[config.mk]
export PLATFORM = sky130hd
export DESIGN_NAME = reg_file
export DESIGN_NICKNAME = d
export VERILOG_FILES = /design/src/rtl/reg_file.sv
export SDC_FILE = /design/constraint.sdc
export NUM_CORES = 2
export LEC_CHECK = 0
export BUFFER_PORTS_ARGS = -buffer_cell sky130_fd_sc_hd__clkbuf_2
export CAP_MARGIN = 20
export CORE_UTILIZATION = 45
export CTS_CLUSTER_SIZE = 30
export DETAILED_ROUTE_END_ITERATION = 10
export PLACE_DENSITY = 0.7
export SLEW_MARGIN = 20
export SYNTH_ARGS = -nofsm -noshare
export SYNTH_HDL_FRONTEND = slang
export SYNTH_SLANG_ARGS = --single-unit
[constraint.sdc]
create_clock -name clk -period 45.2 [get_ports clk]
set_clock_uncertainty 0.05 [all_clocks]
set_input_delay 4.52 -clock clk [delete_from_list [all_inputs] [get_ports clk]]
set_output_delay 4.52 -clock clk [all_outputs]
set_load 0.01 [all_outputs]
[src/rtl/reg_file.sv]
// rtl/reg_file.sv - 32-entry register file with write-through bypass and write statistics
//
// Ports:
//   clk           rising-edge clock for all state
//   reset         asynchronous, active-high; clears storage and statistics
//   RegWrite      write enable for the current cycle
//   wr_addr       destination register index
//   wr_data       write-back data
//   rs_addr       read port A index       -> rs_data (combinational, bypassed)
//   rt_addr       read port B index       -> rt_data (combinational, bypassed)
//   dbg_addr      debug read index        -> dbg_data (stored contents only)
//   wr_count      saturating count of committed writes
//   last_wr_addr  index of the most recent committed write

module reg_file #(
  parameter int DATA_W = 32,
  parameter int CNT_W  = 16
) (
  input  logic              clk,
  input  logic              reset,
  input  logic              RegWrite,
  input  logic [4:0]        wr_addr,
  input  logic [DATA_W-1:0] wr_data,
  input  logic [4:0]        rs_addr,
  input  logic [4:0]        rt_addr,
  output logic [DATA_W-1:0] rs_data,
  output logic [DATA_W-1:0] rt_data,
  input  logic [4:0]        dbg_addr,
  output logic [DATA_W-1:0] dbg_data,
  output logic [CNT_W-1:0]  wr_count,
  output logic [4:0]        last_wr_addr
);

  localparam logic [CNT_W-1:0] CNT_MAX = {CNT_W{1'b1}};

  // Entry 0 exists only so that every 5-bit index is in range; it is
  // cleared by reset, never written, and masked on every read port.
  logic [DATA_W-1:0] regs [0:31];

  logic commit;

  assign commit = RegWrite && (wr_addr != 5'd0);

  always_ff @(posedge clk or posedge reset) begin
    if (reset) begin
      for (int i = 0; i < 32; i++) begin
        regs[i] <= '0;
      end
      wr_count     <= '0;
      last_wr_addr <= '0;
    end else if (commit) begin
      regs[wr_addr] <= wr_data;
      last_wr_addr  <= wr_addr;
      if (wr_count != CNT_MAX) begin
        wr_count <= wr_count + CNT_W'(1);
      end
    end
  end

  // Bypass is gated by reset as well, so a write held on the inputs while
  // reset is asserted is never visible on the read ports.
  always_comb begin
    rs_data  = '0;
    rt_data  = '0;
    dbg_data = '0;
    if (!reset) begin
      if (rs_addr != 5'd0) begin
        rs_data = (commit && (wr_addr == rs_addr)) ? wr_data : regs[rs_addr];
      end
      if (rt_addr != 5'd0) begin
        rt_data = (commit && (wr_addr == rt_addr)) ? wr_data : regs[rt_addr];
      end
      if (dbg_addr != 5'd0) begin
        dbg_data = regs[dbg_addr];
      end
    end
  end

endmodule
==> flow_summary.toml <==
[status]
status = "finished, final reports clean"

[worst_setup_path]
critPathCaptureType = "primary output"
required_ns = 40.63
crit_fanout = 47
arrival_ns = 9.06
cp-start-kind = "input pin"
critPathKind = "input pin to primary output"

[global_routing]
grt_first_pass_wirelength_um = 322000
grt_overflow = 0
grt_pass1_vias = 44700
grt_util_all_layers = 0.311
grt_max_degree = 106
antenna_found_initial = 9

[power]
power.switching_w = 0.000876
clockPowerShare = 0.324
p_sw_frac = 0.296
pwr-share-seq = 0.435
p_leak_nw = 29.1
p_int_w = 0.00209
p_per_area_nw_per_um2 = 42.7
comb_power_share = 0.241
peakVddDrop_uv = 34.2

[sta]
fmax_mhz = 73.3
setup_viol = 0
finalSetupTns_ns = 0
slew_headroom = 0.161
final-hold-violation-count = 0
drv_slew = 0
period_minus_slack_ns = 13.63
timing.final.crit_share = 0.302
worst_slew_pin_slew_ns = 1.26
rsz0062_at_grt = "false"

[cts]
ctsResizeCount = 0
cts_tree = "done"
cts_root_buffer = "clkbuf_16"
clock_latency_ns = 0.73
htree_levels = 3
postCtsSetupBuffers = 0
clockBufferDepth = 3
cts_hold_buf = 0
cts.clk_slew.worst_paths_ns = 0.06
clock-sinks = 1045
cts_buffers = 113

[detailed_routing]
drtAntennaViolNets = 0
wl_um = 221000
via_count = 44500
wl_per_cell_um = 35.9
dr.pass1.iters = 5
drt_iter0_drc = 5738
drc = 0
post_drt_via_cell_ratio = 7.23

[layout]
final_cell_mix = "dfrtp_1, mux2_2, mux4_2"
fillers = 11700
drive_above_1_share = 0.530
final_common_cell = "dfrtp_1"
nets = 4245
ff_latch_area_um2 = 26200
area_growth_pct = 9.09
final_util = 0.496
multi_input_area_um2 = 35200

[synthesis]
synthArstFlopShare = 1.00
avgSynthCellArea_um2 = 14.7
synth_cells = 4320
syn-num-nets = 4376
yosysWarningCount = 0
synth.ff_latch_count = 1045
synth-edff-count = 0
ys.flop_type = "dfrtp_1"
synth.yosys.seq_area_share = 0.411
syn-cell-area_um2 = 63600
yosysUniqueCellTypes = 51

[floorplan]
ios = 172
core_area_um2 = 140000
row_count = 137
die_area_um2 = 143000
die_w_um = 378
initial_core_util = 0.455
dieHeight_um = 378

[placement]
io_buffers = 171
dp_hpwl_um = 119000
gp_congestion = 0.851

[hold_path]
hp-class = "flop to flop"

[job]
cap_violations = 0
layer usage:
layer / global-route usage / wire length, um
met2: 0.453 / 97300
met5: 0 / 60
met1: 0.414 / 81800
met3: 0.0917 / 27300
met4: 0.184 / 14700
registers in the layout, summed over array words and instances, names as in the netlist:
register,count
regs,1024
wr_count,16
last_wr_addr,5
worst max-delay path, cell delays in order:
cell	delay (ns)
buf_8	0.33
buf_4	0.73
buf_4	0.89
or2_2	0.76
nor3_1	0.13
nor4_2	0.18
buf_4	0.75
a221o_1	0.45
clkbuf_2	0.20
area by class of cell:
cell class,instances,share of cell area
diodes,4,0.000144
multi-input cells,2725,0.507
inverters,35,0.00200
well taps,1876,0.0338
clock buffers,159,0.0471
clock inverters,46,0.00741
flip-flops and latches,1045,0.377
repair buffers,269,0.0251
stage by stage:
stage               std cells  hold slack (ns)  setup slack [ns]  instance area [um^2]  total power (W)
floorplan                4320            0.408             10.70                 63600          0.00180
global placement         5949            0.350             31.75                 65500          0.00197
detailed placement       5949            0.357             31.66                 65500          0.00200
CTS                      6154            0.367             31.67                 69300          0.00296
global route             6157            0.385             31.46                 69400          0.00307
finish                   6159            0.371             31.57                 69400          0.00296
synthesized netlist by cell type (3+ instances only):
| master | n | area share |
|---|---|---|
| dfrtp_1 | 1045 | 0.41 |
| nor3_1 | 47 | 0.0037 |
| buf_2 | 190 | 0.015 |
| mux2_2 | 1017 | 0.18 |
| nor2_1 | 85 | 0.0050 |
| buf_6 | 13 | 0.0023 |
| o21ai_0 | 21 | 0.0017 |
| nand2_1 | 64 | 0.0038 |
| a22oi_1 | 52 | 0.0061 |
| clkbuf_1 | 227 | 0.013 |
| a22o_1 | 8 | 0.0011 |
| inv_1 | 34 | 0.0020 |
| a21oi_1 | 77 | 0.0061 |
| nor3b_1 | 3 | 0.00035 |
| or2_0 | 5 | 0.00049 |
| nand2b_1 | 43 | 0.0042 |
| a221o_1 | 70 | 0.011 |
| buf_4 | 37 | 0.0044 |
| mux4_2 | 736 | 0.26 |
| nand3b_1 | 4 | 0.00047 |
| a211oi_1 | 21 | 0.0025 |
| nand4b_1 | 3 | 0.00041 |
| mux2i_1 | 161 | 0.025 |
| o22ai_1 | 159 | 0.016 |
| o221ai_1 | 64 | 0.0088 |
| nand4_1 | 7 | 0.00069 |
| or2_2 | 6 | 0.00059 |
| nand3_1 | 9 | 0.00071 |
| nor2b_1 | 3 | 0.00030 |
| and3_1 | 7 | 0.00069 |
| xnor2_1 | 22 | 0.0030 |
| buf_1 | 48 | 0.0028 |
| mux2_1 | 8 | 0.0014 |
power groups by stage:
stage | Combinational (W) | Clock, W | Sequential [W]
after floorplan | 0.000563 | 0 | 0.00124
after global placement | 0.000693 | 0 | 0.00128
after detailed placement | 0.000706 | 0 | 0.00129
after CTS | 0.000709 | 0.000968 | 0.00128
after global routing | 0.000755 | 0.00100 | 0.00131
final | 0.000715 | 0.000959 | 0.00129
cells by family (layout without fill, tap and decap cells):
group           after synthesis  in the layout  share of synthesized area
compound gates              479            479                     0.0542
xor+xnor                     24             24                    0.00331
fa+ha+maj                     1              1                   0.000197
buf+inv                     550            509                     0.0399
flops                      1045           1045                      0.411
mux                        1922           1922                      0.467
other cells                   0              4                          0
simple gates                299            299                     0.0237
final timing paths:
check	start	cells after the start	endpoint	slack, ns
worst min-delay path	regs[1001]	0	regs[1001]	0.37
min in group asynchronous	reset	2	last_wr_addr[1]	4.01
max in group asynchronous	reset	5	regs[217]	37.75
worst max register to register	wr_count[7]	4	wr_count[1]	42.86
worst max-delay path	rs_addr[0]	9	rs_data[16]	31.57
worst min register to register	regs[1001]	0	regs[1001]	0.37
(Power assumes the default switching activity.)
